`src/rtl/load_store_unit_if.sv`:
```
// Request/response and data-memory bus of the load/store unit.
// master: CPU + memory side; slave: load_store_unit.
interface load_store_unit_if #(
  parameter int AW = 32
);
  logic          req_valid;
  logic          req_ready;
  logic          req_store;
  logic [1:0]    req_size;
  logic          req_unsigned;
  logic [AW-1:0] req_addr;
  logic [31:0]   req_wdata;
  logic          resp_valid;
  logic [31:0]   resp_rdata;
  logic          resp_err;
  logic [AW-1:0] daddr;
  logic [31:0]   dwdata;
  logic [3:0]    we;
  logic [31:0]   drdata;

  modport master (
    output req_valid, req_store, req_size,
    output req_unsigned, req_addr, req_wdata,
    output drdata,
    input  req_ready, resp_valid, resp_rdata,
    input  resp_err, daddr, dwdata, we
  );

  modport slave (
    input  req_valid, req_store, req_size,
    input  req_unsigned, req_addr, req_wdata,
    input  drdata,
    output req_ready, resp_valid, resp_rdata,
    output resp_err, daddr, dwdata, we
  );
endinterface

```
`src/rtl/load_store_unit.sv`:
```
// Load/store unit: one request at a time, lane steering, sign/zero extend.
// Ports: clk, rst (async high), bus (slave). Macro MISALIGN_SPLIT_EN enables split.
module load_store_unit #(
  parameter int AW = 32
) (
  input logic             clk,
  input logic             rst,
  load_store_unit_if.slave bus
);

`ifdef MISALIGN_SPLIT_EN
  localparam int BMW = 8;
  localparam int WW  = 64;
`else
  localparam int BMW = 4;
  localparam int WW  = 32;
`endif

  typedef enum logic [1:0] {
    IDLE,
    ACC1,
`ifdef MISALIGN_SPLIT_EN
    ACC2,
`endif
    DONE
  } state_t;

  state_t state_q, state_d;

  logic          store_q;
  logic [1:0]    size_q;
  logic          uns_q;
  logic [AW-1:0] addr_q;
  logic [31:0]   wdata_q;
  logic [31:0]   rlo_q;
`ifdef MISALIGN_SPLIT_EN
  logic [31:0]   rhi_q;
`endif

  function automatic logic split_of(
    input logic [1:0] sz,
    input logic [1:0] of
  );
    logic [2:0] n;
    unique case (1'b1)
      (sz == 2'b00): n = 3'd1;
      (sz == 2'b01): n = 3'd2;
      default:       n = 3'd4;
    endcase
    return ({1'b0, of} + n) > 3'd4;
  endfunction

  logic           accept;
  logic [1:0]     off;
  logic           split;
  logic [3:0]     mask;
  logic [BMW-1:0] bm;
  logic [WW-1:0]  wide;
  logic [AW-1:0]  base;
  logic [63:0]    rd64;
  logic [31:0]    sh;
  logic [31:0]    ld;

  assign accept = bus.req_valid && (state_q == IDLE);
  assign off    = addr_q[1:0];
  assign split  = split_of(size_q, off);
  assign base   = {addr_q[AW-1:2], 2'b00};

  always_comb begin
    mask = 4'hF;
    unique case (1'b1)
      (size_q == 2'b00): mask = 4'h1;
      (size_q == 2'b01): mask = 4'h3;
      default:           mask = 4'hF;
    endcase
  end

  assign bm   = BMW'(mask) << off;
  assign wide = WW'(wdata_q) << {off, 3'b000};

`ifdef MISALIGN_SPLIT_EN
  assign rd64 = {rhi_q, rlo_q};
`else
  assign rd64 = {32'b0, rlo_q};
`endif
  assign sh = 32'(rd64 >> {off, 3'b000});

  always_comb begin
    ld = sh;
    unique case (1'b1)
      (size_q == 2'b00):
        ld = uns_q ? {24'b0, sh[7:0]}
                   : {{24{sh[7]}}, sh[7:0]};
      (size_q == 2'b01):
        ld = uns_q ? {16'b0, sh[15:0]}
                   : {{16{sh[15]}}, sh[15:0]};
      default: ld = sh;
    endcase
  end

  always_ff @(posedge clk or posedge rst) begin
    if (rst) state_q <= IDLE;
    else     state_q <= state_d;
  end

  always_comb begin
    state_d = state_q;
    unique case (state_q)
      IDLE: begin
        if (bus.req_valid) begin
`ifdef MISALIGN_SPLIT_EN
          state_d = ACC1;
`else
          // no split support: misaligned goes straight to error
          state_d = split_of(bus.req_size, bus.req_addr[1:0])
                    ? DONE : ACC1;
`endif
        end
      end
`ifdef MISALIGN_SPLIT_EN
      ACC1:    state_d = split ? ACC2 : DONE;
      ACC2:    state_d = DONE;
`else
      ACC1:    state_d = DONE;
`endif
      DONE:    state_d = IDLE;
      default: state_d = IDLE;
    endcase
  end

  always_ff @(posedge clk or posedge rst) begin
    if (rst) begin
      store_q <= 1'b0;
      size_q  <= 2'b00;
      uns_q   <= 1'b0;
      addr_q  <= '0;
      wdata_q <= '0;
      rlo_q   <= '0;
`ifdef MISALIGN_SPLIT_EN
      rhi_q   <= '0;
`endif
    end else begin
      if (accept) begin
        store_q <= bus.req_store;
        size_q  <= bus.req_size;
        uns_q   <= bus.req_unsigned;
        addr_q  <= bus.req_addr;
        wdata_q <= bus.req_wdata;
`ifdef MISALIGN_SPLIT_EN
        rhi_q   <= '0;
`endif
      end
      if (state_q == ACC1) rlo_q <= bus.drdata;
`ifdef MISALIGN_SPLIT_EN
      if (state_q == ACC2) rhi_q <= bus.drdata;
`endif
    end
  end

  always_comb begin
    bus.req_ready  = 1'b0;
    bus.resp_valid = 1'b0;
    bus.resp_rdata = '0;
    bus.resp_err   = 1'b0;
    bus.daddr      = '0;
    bus.dwdata     = '0;
    bus.we         = 4'b0000;
    unique case (state_q)
      IDLE: bus.req_ready = 1'b1;
      ACC1: begin
        bus.daddr  = base;
        bus.dwdata = wide[31:0];
        bus.we     = store_q ? bm[3:0] : 4'b0000;
      end
`ifdef MISALIGN_SPLIT_EN
      ACC2: begin
        bus.daddr  = base + AW'(4);
        bus.dwdata = wide[63:32];
        bus.we     = store_q ? bm[7:4] : 4'b0000;
      end
`endif
      DONE: begin
        bus.resp_valid = 1'b1;
`ifdef MISALIGN_SPLIT_EN
        bus.resp_rdata = store_q ? 32'b0 : ld;
`else
        bus.resp_err   = split;
        bus.resp_rdata = (store_q || split) ? 32'b0 : ld;
`endif
      end
      default: ;
    endcase
  end

endmodule

```
`src/flat_wrapper.sv`:
```
// flat-port wrapper written by rule: the top's interface ports become plain ports
module load_store_unit_flat 
#(
  parameter int AW = 32
)
  (clk, rst, bus_req_valid, bus_req_store, bus_req_size, bus_req_unsigned, bus_req_addr, bus_req_wdata, bus_drdata, bus_req_ready, bus_resp_valid, bus_resp_rdata, bus_resp_err, bus_daddr, bus_dwdata, bus_we);
  load_store_unit_if #(.AW(AW)) bus_i ();
  input logic clk;
  input logic rst;
  input wire logic [$bits(bus_i.req_valid)-1:0] bus_req_valid;
  input wire logic [$bits(bus_i.req_store)-1:0] bus_req_store;
  input wire logic [$bits(bus_i.req_size)-1:0] bus_req_size;
  input wire logic [$bits(bus_i.req_unsigned)-1:0] bus_req_unsigned;
  input wire logic [$bits(bus_i.req_addr)-1:0] bus_req_addr;
  input wire logic [$bits(bus_i.req_wdata)-1:0] bus_req_wdata;
  input wire logic [$bits(bus_i.drdata)-1:0] bus_drdata;
  output wire logic [$bits(bus_i.req_ready)-1:0] bus_req_ready;
  output wire logic [$bits(bus_i.resp_valid)-1:0] bus_resp_valid;
  output wire logic [$bits(bus_i.resp_rdata)-1:0] bus_resp_rdata;
  output wire logic [$bits(bus_i.resp_err)-1:0] bus_resp_err;
  output wire logic [$bits(bus_i.daddr)-1:0] bus_daddr;
  output wire logic [$bits(bus_i.dwdata)-1:0] bus_dwdata;
  output wire logic [$bits(bus_i.we)-1:0] bus_we;
  assign bus_i.req_valid = bus_req_valid;
  assign bus_i.req_store = bus_req_store;
  assign bus_i.req_size = bus_req_size;
  assign bus_i.req_unsigned = bus_req_unsigned;
  assign bus_i.req_addr = bus_req_addr;
  assign bus_i.req_wdata = bus_req_wdata;
  assign bus_i.drdata = bus_drdata;
  assign bus_req_ready = bus_i.req_ready;
  assign bus_resp_valid = bus_i.resp_valid;
  assign bus_resp_rdata = bus_i.resp_rdata;
  assign bus_resp_err = bus_i.resp_err;
  assign bus_daddr = bus_i.daddr;
  assign bus_dwdata = bus_i.dwdata;
  assign bus_we = bus_i.we;
  load_store_unit #(.AW(AW)) u_core (.clk(clk), .rst(rst), .bus(bus_i));
endmodule
```
`config.mk`:
```
export PLATFORM = sky130hd
export DESIGN_NAME = load_store_unit_flat
export DESIGN_NICKNAME = d
export VERILOG_FILES = /design/src/rtl/load_store_unit_if.sv /design/src/rtl/load_store_unit.sv /design/src/flat_wrapper.sv
export SDC_FILE = /design/constraint.sdc
export NUM_CORES = 1
export LEC_CHECK = 0
export BUFFER_PORTS_ARGS = -buffer_cell sky130_fd_sc_hd__buf_2
export CORE_AREA = 2 2 109 111
export CTS_CLUSTER_SIZE = 8
export DETAILED_ROUTE_END_ITERATION = 7
export DIE_AREA = 0 0 111 113
export PLACE_DENSITY = 0.88
export RECOVER_POWER = 25
export SYNTH_ARGS = -nofsm -noshare
export SYNTH_HDL_FRONTEND = slang
export SYNTH_SLANG_ARGS = --single-unit
```
`constraint.sdc`:
```
create_clock -name clk -period 4.8 [get_ports clk]
set_input_delay 0.96 -clock clk [delete_from_list [all_inputs] [get_ports clk]]
set_output_delay 0.96 -clock clk [all_outputs]
set_load 0.03 [all_outputs]
```
Word level (Yosys, flattened, before mapping)
Index checks and enable logic that the tools add are counted.
- register bits after elaboration: 102
- input port bits: 103
- output and inout port bits: 103
- word-level logic and storage cells: 44
- $add $sub $neg: 2
- order comparisons: 2
- equal/unequal tests: 5
- shifts and indexed selects: 3
- mux-type cells: 20
- reductions and logical operators: 5
- operator list (cell ; number):
    2-to-1 mux 32 bit ; 6
    one-hot mux 32 bit (2 select lines) ; 1
    << shifter 32 x 5 -> 32 bit ; 1
    >> shifter 32 x 5 -> 32 bit ; 1
    one-hot mux 3 bit (2 select lines) ; 2
    2-to-1 mux 4 bit ; 2
    one-hot mux 4 bit (2 select lines) ; 1
    adder 2 x 3 -> 3 bit ; 2
    == test 2 x 1 -> 1 bit (second input constant) ; 3
    greater-than comparator 3 bit (second input constant) ; 2
    logical NOT 2 bit ; 3
    2-to-1 mux 3 bit ; 2
    2-to-1 mux 2 bit ; 2
    one-hot mux 2 bit (2 select lines) ; 1
    << shifter 4 x 2 -> 4 bit ; 1
    2-to-1 mux 1 bit ; 3
    == test 2 bit (second input constant) ; 1
    inequality test 2 bit (second input constant) ; 1
    logical AND 1 bit ; 1
    logical OR 1 bit ; 1

Depth between registers and ports, before layout
Gate-level depths: netlist of run 1.
- depth after elaboration: 9
- gate-level depth with buffers: 12
- gate-level depth less buffers: 9

Worst setup path before layout of run 1
No wires, ideal clock.
- kind: register to output
- start point: register u_core.size_q[1]
- end point: output bus_resp_rdata[16]
- data arrival time: 2.921 ns
- required time: 3.840 ns
- setup slack: 0.919 ns
- stages on the path, launching flop included: 11
- buffers on the path: 2
- cells stage by stage: dfrtp_1 > clkbuf_2 > or2_2 > buf_2 > inv_1 > ha_1 > inv_1 > fa_1 > xnor2_1 > a2111o_1 > o21ai_0
- word-level cells in the longest chain between the ends: 7
- elaborated cells on any way between the ends: 9
- classes of those cells: 1 x add/sub; 1 x order compare; 1 x eq/ne; 4 x mux; 2 x reduce/logical
- ends and longest elaborated chain (what ; RTL line ; source):
    from (decl) ; load_store_unit.sv:31 ; logic [1:0] size_q;
    from (signal assigned) ; load_store_unit.sv:145 ; size_q <= bus.req_size;
    == test 2 x 1 -> 1 bit or logical NOT 2 bit (tied branches) ; n/a ;
    one-hot mux 3 bit (2 select lines) ; load_store_unit.sv:45 ; unique case (1'b1)
    adder 2 x 3 -> 3 bit ; load_store_unit.sv:50 ; return ({1'b0, of} + n) > 3'd4;
    greater-than comparator 3 bit ; load_store_unit.sv:50 ;
    logical OR 1 bit ; load_store_unit.sv:188 ; bus.resp_rdata = (store_q || split) ? 32'b0 : ld;
    2-to-1 mux 32 bit * ; load_store_unit.sv:188 ;
    2-to-1 mux 32 bit * ; load_store_unit.sv:168 ; unique case (state_q)
    to (decl) ; flat_wrapper.sv:19 ; output wire logic [$bits(bus_i.resp_rdata)-1:0] bus_resp_rdata;
Every way passes the cells marked *; elsewhere a longest branch is shown, timed or not.

Worst setup path in the final report of run 1
- start point: register u_core.size_q[0]
- end point: output bus_resp_rdata[28]
Same word-level chain as after synthesis.

==> results of run 1 <==
metrics by stage:
step | worst slack [ns] | instances | util | total power, uW | instance area, sq um
2_1_floorplan | 0.9190 | 561 | - | 2528 | 5574
3_3_place_gp | 1.064 | 873 | 0.5903 | 2895 | 6654
3_5_place_dp | 0.9646 | 873 | 0.5903 | 2947 | 6654
4_1_cts | 0.5758 | 889 | 0.6180 | 3731 | 6967
5_1_grt | 0.3875 | 890 | 0.6177 | 3962 | 6963
6_report | 0.5754 | 890 | 0.6177 | 3721 | 6963
state kept, by name, indices dropped and copies added (netlist names):
| register | count |
|---|---|
| u_core.addr_q | 32 |
| u_core.rlo_q | 32 |
| u_core.size_q | 2 |
| u_core.state_q | 2 |
| u_core.store_q | 1 |
| u_core.uns_q | 1 |
| u_core.wdata_q | 32 |
cell usage in the layout, fill, tap and decap left out, types with 2 or more instances in the layout:
master	count
sky130_fd_sc_hd__a211oi_1	30
sky130_fd_sc_hd__a21o_1	8
sky130_fd_sc_hd__a21oi_1	19
sky130_fd_sc_hd__and2_1	30
sky130_fd_sc_hd__and3_1	9
sky130_fd_sc_hd__buf_2	203
sky130_fd_sc_hd__buf_4	8
sky130_fd_sc_hd__clkbuf_1	2
sky130_fd_sc_hd__clkbuf_16	9
sky130_fd_sc_hd__conb_1	2
sky130_fd_sc_hd__dfrtp_1	100
sky130_fd_sc_hd__dfrtp_2	2
sky130_fd_sc_hd__fa_1	2
sky130_fd_sc_hd__ha_1	3
sky130_fd_sc_hd__inv_1	9
sky130_fd_sc_hd__inv_6	2
sky130_fd_sc_hd__inv_8	2
sky130_fd_sc_hd__mux2_2	67
sky130_fd_sc_hd__mux2i_1	34
sky130_fd_sc_hd__nand2_1	112
sky130_fd_sc_hd__nand2b_1	4
sky130_fd_sc_hd__nor2_1	33
sky130_fd_sc_hd__nor2b_1	17
sky130_fd_sc_hd__nor3b_1	2
sky130_fd_sc_hd__o21ai_0	10
sky130_fd_sc_hd__o2bb2ai_1	8
cells in the mapped netlist, types with 2 or more instances:
| cell type | count | area, sq um |
|---|---|---|
| sky130_fd_sc_hd__buf_4 | 3 | 22.52 |
| sky130_fd_sc_hd__o2bb2ai_1 | 8 | 70.07 |
| sky130_fd_sc_hd__and2_1 | 31 | 193.9 |
| sky130_fd_sc_hd__nand2_1 | 112 | 420.4 |
| sky130_fd_sc_hd__nor2b_1 | 18 | 112.6 |
| sky130_fd_sc_hd__clkbuf_1 | 21 | 78.83 |
| sky130_fd_sc_hd__a211oi_1 | 30 | 225.2 |
| sky130_fd_sc_hd__mux2i_1 | 34 | 340.3 |
| sky130_fd_sc_hd__and3_1 | 9 | 56.30 |
| sky130_fd_sc_hd__a21o_1 | 8 | 60.06 |
| sky130_fd_sc_hd__o21ai_0 | 10 | 50.05 |
| sky130_fd_sc_hd__mux2_2 | 67 | 754.5 |
| sky130_fd_sc_hd__nor3b_1 | 2 | 15.01 |
| sky130_fd_sc_hd__inv_1 | 9 | 33.78 |
| sky130_fd_sc_hd__nand2b_1 | 5 | 31.28 |
| sky130_fd_sc_hd__fa_1 | 2 | 40.04 |
| sky130_fd_sc_hd__nor2_1 | 33 | 123.9 |
| sky130_fd_sc_hd__ha_1 | 3 | 37.54 |
| sky130_fd_sc_hd__buf_2 | 14 | 70.07 |
| sky130_fd_sc_hd__a21oi_1 | 19 | 95.09 |
| sky130_fd_sc_hd__dfrtp_1 | 102 | 2552 |
| sky130_fd_sc_hd__buf_1 | 3 | 11.26 |
worst max-delay path, delay by kind of cell (launching register included):
kind / cells / cell delay, ns
AO/OA/AOI/OAI: 2 / 0.75
AND/OR/NAND/NOR: 2 / 0.67
adder cells (fa/ha/maj): 2 / 0.53
flip-flops: 1 / 0.47
buffers and inverters: 3 / 0.35
XOR/XNOR: 1 / 0.17
power by group:
| part | switching (uW) | total, uW | internal (uW) |
|---|---|---|---|
| registers | 305 | 1480 | 1180 |
| logic | 862 | 1470 | 603 |
| clock network | 341 | 772 | 431 |
final timing paths:
check | from | endpoint | slack (ns) | depth (start not counted)
max reg2reg | u_core.state_q[1] | u_core.rlo_q[9] | 2.24 | 4
max | u_core.size_q[0] | bus_resp_rdata[28] | 0.58 | 10
max in group asynchronous | rst | u_core.addr_q[0] | 1.44 | 2
min | u_core.rlo_q[1] | u_core.rlo_q[1] | 0.47 | 2
min in group asynchronous | rst | u_core.addr_q[17] | 1.57 | 2
min reg2reg | u_core.rlo_q[1] | u_core.rlo_q[1] | 0.47 | 2
kinds of logic after synthesis:
group / after synthesis / synth area share
AND/OR/NAND/NOR: 215 / 0.1790
flip-flops: 102 / 0.4582
multiplexers: 101 / 0.1965
AO/OA/AOI/OAI: 82 / 0.1067
buffers and inverters: 52 / 0.04178
adder cells (fa/ha/maj): 5 / 0.01393
XOR/XNOR: 2 / 0.003145
other: 1 / 0.0006732
per-layer routing:
layer / part of all wire / wire length [microns] / track usage
met2: 0.48 / 7529 / 0.4184
met1: 0.42 / 6523 / 0.3159
met4: 0.015 / 230 / 0.08333
met5: 0.00083 / 13 / 0
met3: 0.085 / 1334 / 0.08570
final cells by class:
| type | count | area, sq um | area share |
|---|---|---|---|
| diodes | 1 | 2.502 | 0.0003594 |
| clock buffers | 11 | 242.7 | 0.03486 |
| clock inverters | 5 | 70.07 | 0.01006 |
| inverters | 9 | 33.78 | 0.004852 |
| multi-input cells | 407 | 2800 | 0.4022 |
| flip-flops and latches | 102 | 2555 | 0.3669 |
| well taps | 143 | 178.9 | 0.02570 |
| repair buffers | 212 | 1080 | 0.1551 |
==> tab_implementation.tex, run 1 <==
\begin{tabular}{lr}
\hline
Metric & Value \\
\hline
\multicolumn{2}{l}{\textbf{Logic synthesis}} \\
\quad Post-synthesis async set-or-reset flop share & 1.000 \\
\quad Flip-flop and latch count after synthesis & 102 \\
\quad Number of library cell types mapped by synthesis & 39 \\
\quad Synthesized instance count & 560 \\
\quad Post-synthesis instance area & 5570 sq um \\
\quad Average cell area after synthesis & 9.947 sq um \\
\quad Sequential fraction of the synthesis area & 0.4582 \\
\quad Yosys Warn Count & 0 \\
\quad Most used flip-flop cell after synthesis & sky130\_fd\_sc\_hd\_\_dfrtp\_1 \\
\quad Number of enable flip-flop cells after synthesis & 0 \\
\multicolumn{2}{l}{\textbf{Layout}} \\
\quad Layout overhead on the synthesized area & 25.00\% \\
\quad Fillcell total & 969 \\
\quad Fraction of final layout cells sized beyond drive strength 1 & 0.4048 \\
\quad Nets & 849 \\
\multicolumn{2}{l}{\textbf{Critical path}} \\
\quad Crit path arrival time & 3.26 ns \\
\quad Worst EP required & 3.84 ns \\
\quad Most frequent CP cell & sky130\_fd\_sc\_hd\_\_inv\_1 \\
\quad Critical path capture point type & output port \\
\quad List of cells traversed by the critical path & or2\_2 -> inv\_1 -> ha\_1 -> inv\_1 -> fa\_1 -> xnor2\_1 -> a2111o\_1 -> nor2\_4 -> a21o\_1 -> buf\_2 \\
\quad Largest stage delay on the critical path & 0.59 ns \\
\quad Startpoint class of the critical path & flip-flop \\
\quad Kind of critical path & flip-flop to output port \\
\quad Worst Path Max Fanout & 10 \\
\quad Slowest cell on crit path & sky130\_fd\_sc\_hd\_\_a2111o\_1 \\
\multicolumn{2}{l}{\textbf{STA}} \\
\quad Final worst-path cycle share & 0.8801 \\
\quad Worst hold margin & 0.4701 ns \\
\quad Timing-limited maximum frequency & 236.7 MHz \\
\quad Total negative setup slack & 0 ns \\
\quad Endpoints failing hold & 0 \\
\quad Measured slew at the worst slew-check pin & 2.758 ns \\
\quad Final-report max-slew violation count & 123 \\
\quad Final Skew & 0.01157 ns \\
\quad Count of final setup violators & 0 \\
\quad Worst slew margin relative to its limit & -0.8410 \\
\quad Setup repair after global routing missed its margin & no \\
\quad Final min period & 4.225 ns \\
\multicolumn{2}{l}{\textbf{Power}} \\
\quad Peak supply drop & 0.3385 mV \\
\quad Leakage power & 0.003637 uW \\
\quad Power Dens Cells & 534.3 nW/um\^{}2 \\
\multicolumn{2}{l}{\textbf{Clocking}} \\
\quad Number of setup buffers added after CTS & 0 \\
\quad Hold-fix buffers, CTS & 0 \\
\quad Deepest level of the CTS H-tree & 3 \\
\quad Clock latency at the later pin of the worst-skew pair & 0.35 ns \\
\quad TritonCTS sink count & 102 \\
\quad Resized Gates After CTS & 0 \\
\quad Clock root buffer & sky130\_fd\_sc\_hd\_\_clkbuf\_16 \\
\quad Clk pin slew, worst setup/hold paths & 0.07 ns \\
\quad TritonCTS buffer count & 9 \\
\quad Maximum clock insertion buffer count & 2 \\
\quad Clock tree from TritonCTS & yes \\
\multicolumn{2}{l}{\textbf{Place}} \\
\quad GPL Wtd Cong & 0.8840 \\
\quad Post-detailed-placement half-perimeter wirelength & 11.48 mm \\
\quad Port Buffers & 203 \\
\multicolumn{2}{l}{\textbf{Run}} \\
\quad Max\_cap viols & 2 \\
\multicolumn{2}{l}{\textbf{Floorplanning}} \\
\quad Initial Utilization & 0.4942 \\
\quad DIE AREA & 12540 sq um \\
\quad Horiz. Die Dim & 111 microns \\
\quad Placement Rows & 39 \\
\quad Core Footprint & 11270 sq um \\
\quad Die H & 113 microns \\
\quad Number of ports placed on the die boundary & 206 \\
\multicolumn{2}{l}{\textbf{Routing}} \\
\quad Violation count after the first detailed-route iteration & 295 \\
\quad DR vias/cell & 5.349 \\
\quad Final Routed Wirelength & 15.63 mm \\
\quad Count of TritonRoute iterations in the first routing pass & 4 \\
\quad Average wire per cell in the routed design & 17.56 microns \\
\quad Via total after detailed routing & 4761 \\
\quad Post-route DRC & 0 \\
\quad Number of routed nets with antenna violations & 0 \\
\multicolumn{2}{l}{\textbf{GRT}} \\
\quad Number of antenna violations at the first check in global routing & 2 \\
\quad Pin count of the biggest net entering global routing & 74 \\
\quad Aggregate global routing overflow & 0 \\
\quad Overall global routing resource usage & 0.2534 \\
\quad Via count of the first global-routing pass & 4985 \\
\quad Global-route wire length before repair & 25.24 mm \\
\multicolumn{2}{l}{\textbf{Worst hold path}} \\
\quad Type of the most critical hold path & flip-flop to flip-flop \\
\multicolumn{2}{l}{\textbf{Outcome}} \\
\quad Violations in the final reports & capacitance limit, slew limit \\
\quad Result of the run & complete, but fails checks \\
\hline
\end{tabular}
No activity file was read; power rests on OpenSTA's default activity.
==> inputs of run 2 (changes only) <==
--- a/config.mk
+++ b/config.mk
@@ -12,6 +12,7 @@
 export DIE_AREA = 0 0 111 113
 export PLACE_DENSITY = 0.88
 export RECOVER_POWER = 25
+export REMOVE_ABC_BUFFERS = 1
 export SYNTH_ARGS = -nofsm -noshare
 export SYNTH_HDL_FRONTEND = slang
 export SYNTH_SLANG_ARGS = --single-unit
==> tab_implementation.tex, run 2 (synthesis gave the netlist of run 1 again) <==
\begin{tabular}{lr}
\hline
Metric & Value \\
\hline
\multicolumn{2}{l}{\textbf{Run}} \\
\quad Max\_cap viols & 1 (was 2) \\
\multicolumn{2}{l}{\textbf{Critical path}} \\
\quad List of cells traversed by the critical path & or2\_2 -> inv\_1 -> ha\_1 -> inv\_1 -> fa\_1 -> xnor2\_1 -> a2111o\_1 -> nor2\_4 -> a21o\_1 -> buf\_2 (unchanged) \\
\quad Most frequent CP cell & sky130\_fd\_sc\_hd\_\_inv\_1 (unchanged) \\
\quad Critical path capture point type & output port (unchanged) \\
\quad Largest stage delay on the critical path & 0.58 ns (was 0.59 ns) \\
\quad Startpoint class of the critical path & flip-flop (unchanged) \\
\quad Worst EP required & 3.84 ns (about the same) \\
\quad Stages on worst setup path & 10 (unchanged) \\
\quad Crit path arrival time & 3.28 ns (was 3.26 ns) \\
\quad Critical path's top delay family & compound AO/OA/AOI/OAI gates (unchanged) \\
\quad Kind of critical path & flip-flop to output port (unchanged) \\
\quad Worst path buffer plus inverter count & 3 (unchanged) \\
\quad Worst Reg-to-Reg Cells & 4 (unchanged) \\
\quad Slowest cell on crit path & sky130\_fd\_sc\_hd\_\_a2111o\_1 (unchanged) \\
\quad Worst Path Max Fanout & 10 (unchanged) \\
\multicolumn{2}{l}{\textbf{STA}} \\
\quad Setup repair after global routing missed its margin & no (unchanged) \\
\quad Measured slew at the worst slew-check pin & 2.951 ns (was 2.758 ns) \\
\quad Count of final setup violators & 0 (unchanged) \\
\quad Final-report max-slew violation count & 69 (was 123) \\
\quad Final Skew & 0.003534 ns (was 0.01157 ns) \\
\quad Final min period & 4.244 ns (was 4.225 ns) \\
\quad Final worst-path cycle share & 0.8842 (was 0.8801) \\
\quad Worst hold margin & 0.4721 ns (was 0.4701 ns) \\
\quad Worst slew margin relative to its limit & -0.9781 (was -0.8410) \\
\quad Endpoints failing hold & 0 (unchanged) \\
\quad Total negative setup slack & 0 ns (unchanged) \\
\quad Timing-limited maximum frequency & 235.6 MHz (was 236.7 MHz) \\
\multicolumn{2}{l}{\textbf{Clocking}} \\
\quad Clk pin slew, worst setup/hold paths & 0.07 ns (about the same) \\
\quad Number of setup buffers added after CTS & 0 (unchanged) \\
\quad Clock root buffer & sky130\_fd\_sc\_hd\_\_clkbuf\_16 (unchanged) \\
\quad TritonCTS sink count & 102 (unchanged) \\
\quad Clock latency at the later pin of the worst-skew pair & 0.35 ns (about the same) \\
\quad Deepest level of the CTS H-tree & 3 (unchanged) \\
\quad Clock tree from TritonCTS & yes (unchanged) \\
\quad TritonCTS buffer count & 9 (unchanged) \\
\quad Maximum clock insertion buffer count & 2 (unchanged) \\
\quad Resized Gates After CTS & 0 (unchanged) \\
\quad Hold-fix buffers, CTS & 0 (unchanged) \\
\multicolumn{2}{l}{\textbf{GRT}} \\
\quad Number of antenna violations at the first check in global routing & 1 (was 2) \\
\quad Pin count of the biggest net entering global routing & 69 (was 74) \\
\quad Via count of the first global-routing pass & 4996 (was 4985) \\
\quad Overall global routing resource usage & 0.2439 (was 0.2534) \\
\quad Global-route wire length before repair & 24.44 mm (was 25.24 mm) \\
\quad Aggregate global routing overflow & 0 (unchanged) \\
\multicolumn{2}{l}{\textbf{Worst hold path}} \\
\quad Type of the most critical hold path & flip-flop to flip-flop (unchanged) \\
\quad Worst hold path depth & 2 (unchanged) \\
\multicolumn{2}{l}{\textbf{Floorplanning}} \\
\quad Placement Rows & 39 (unchanged) \\
\quad Number of ports placed on the die boundary & 206 (unchanged) \\
\quad Die H & 113 microns (unchanged) \\
\quad DIE AREA & 12540 sq um (unchanged) \\
\quad Core Footprint & 11270 sq um (unchanged) \\
\quad Horiz. Die Dim & 111 microns (unchanged) \\
\quad Initial Utilization & 0.4942 (unchanged) \\
\multicolumn{2}{l}{\textbf{Routing}} \\
\quad Final Routed Wirelength & 14.82 mm (was 15.63 mm) \\
\quad Average wire per cell in the routed design & 16.65 microns (was 17.56 microns) \\
\quad Via total after detailed routing & 4743 (was 4761) \\
\quad Count of TritonRoute iterations in the first routing pass & 4 (unchanged) \\
\quad Number of routed nets with antenna violations & 0 (unchanged) \\
\quad Violation count after the first detailed-route iteration & 254 (was 295) \\
\quad DR vias/cell & 5.329 (was 5.349) \\
\quad Post-route DRC & 0 (unchanged) \\
\multicolumn{2}{l}{\textbf{Place}} \\
\quad Placed Cells incl. Taps & 874 (was 873) \\
\quad GPL Wtd Cong & 0.8347 (was 0.8840) \\
\quad Post-detailed-placement half-perimeter wirelength & 10.52 mm (was 11.48 mm) \\
\quad Port Buffers & 203 (unchanged) \\
\multicolumn{2}{l}{\textbf{Power}} \\
\quad Peak supply drop & 0.4118 mV (was 0.3385 mV) \\
\quad Power Dens Cells & 524.4 nW/um\^{}2 (was 534.3 nW/um\^{}2) \\
\quad Leakage power & 0.003625 uW (was 0.003637 uW) \\
\quad Total chip power & 3638 uW (was 3721 uW) \\
\multicolumn{2}{l}{\textbf{Layout}} \\
\quad Biggest registers after layout & u\_core.addr\_q x32, u\_core.rlo\_q x32, u\_core.wdata\_q x32 (unchanged) \\
\quad Number of standard cells in the final layout excluding fillers & 890 (unchanged) \\
\quad Layout overhead on the synthesized area & 24.55\% (was 25.00\%) \\
\quad Fillcell total & 990 (was 969) \\
\quad Fraction of final layout cells sized beyond drive strength 1 & 0.4083 (was 0.4048) \\
\quad Most frequent standard cell in the layout excluding fill and tap cells & sky130\_fd\_sc\_hd\_\_buf\_2 (unchanged) \\
\quad Number of antenna repair diodes & 0 (was 1) \\
\quad Layout Utilization & 0.6155 (was 0.6177) \\
\quad Nets & 850 (was 849) \\
\quad Commonest non-fill, non-tap cells in the layout & sky130\_fd\_sc\_hd\_\_buf\_2, sky130\_fd\_sc\_hd\_\_nand2\_1, sky130\_fd\_sc\_hd\_\_dfrtp\_1 (unchanged) \\
\multicolumn{2}{l}{\textbf{Outcome}} \\
\quad Violations in the final reports & capacitance limit, slew limit (unchanged) \\
\quad Result of the run & complete, but fails checks (unchanged) \\
\hline
\end{tabular}
==> run 2: cell count changes in the layout (fill, tap and decap cells not counted), sizes merged <==
cell,delta
clkbuf,-2
bufinv,-1
clkinvlp,+1
buf,+2
clkinv,+2
inv,-1
diode,-1
==> run 2: final timing paths <==
check                                  start                 end  slack (ns)
max in group asynchronous                rst    u_core.addr_q[1]        1.85
setup reg to reg           u_core.state_q[0]   u_core.addr_q[19]        2.49
hold / removal               u_core.rlo_q[1]     u_core.rlo_q[1]        0.47
min in group asynchronous                rst   u_core.addr_q[26]        1.43
setup / recovery            u_core.size_q[0]  bus_resp_rdata[31]        0.56
hold reg to reg              u_core.rlo_q[1]     u_core.rlo_q[1]        0.47
==> run 2: worst reg2reg max path, cell delays in order (launching register included) <==
cell and delay, ns:
sky130_fd_sc_hd__dfrtp_1 0.44, sky130_fd_sc_hd__nor2_1 0.14, sky130_fd_sc_hd__and2_2 0.82, sky130_fd_sc_hd__buf_4 0.43, sky130_fd_sc_hd__mux2_2 0.37
==> run 2: layout make-up <==
type	count	area, sq um	share of cell area
clock buffer	10	229.0	0.03300
clock inverter	6	53.80	0.007755
inverter	9	35.03	0.005050
multi-input combinational	407	2795	0.4029
sequential	102	2555	0.3683
tap	143	178.9	0.02579
timing repair buffer	213	1091	0.1573
==> run 2: routing by layer <==
metal | track usage | routed length [microns]
met1 | 0.3008 | 6247
met2 | 0.4098 | 7296
met3 | 0.08141 | 1090
met4 | 0.07500 | 185
met5 | 0 | 0
==> run 2: report_power, final <==
part           internal [uW]  switching, uW  leakage, uW
logic                    607            881      0.00227
registers               1180            258      0.00122
clock network            364            349     0.000141
==> run 2: metrics by stage <==
stage	instance area (sq um)	setup slack (ns)
2_1_floorplan	5375	0.06457
3_3_place_gp	6664	1.014
3_5_place_dp	6664	0.9467
4_1_cts	6947	0.5457
5_1_grt	6938	0.3939
6_report	6938	0.5559
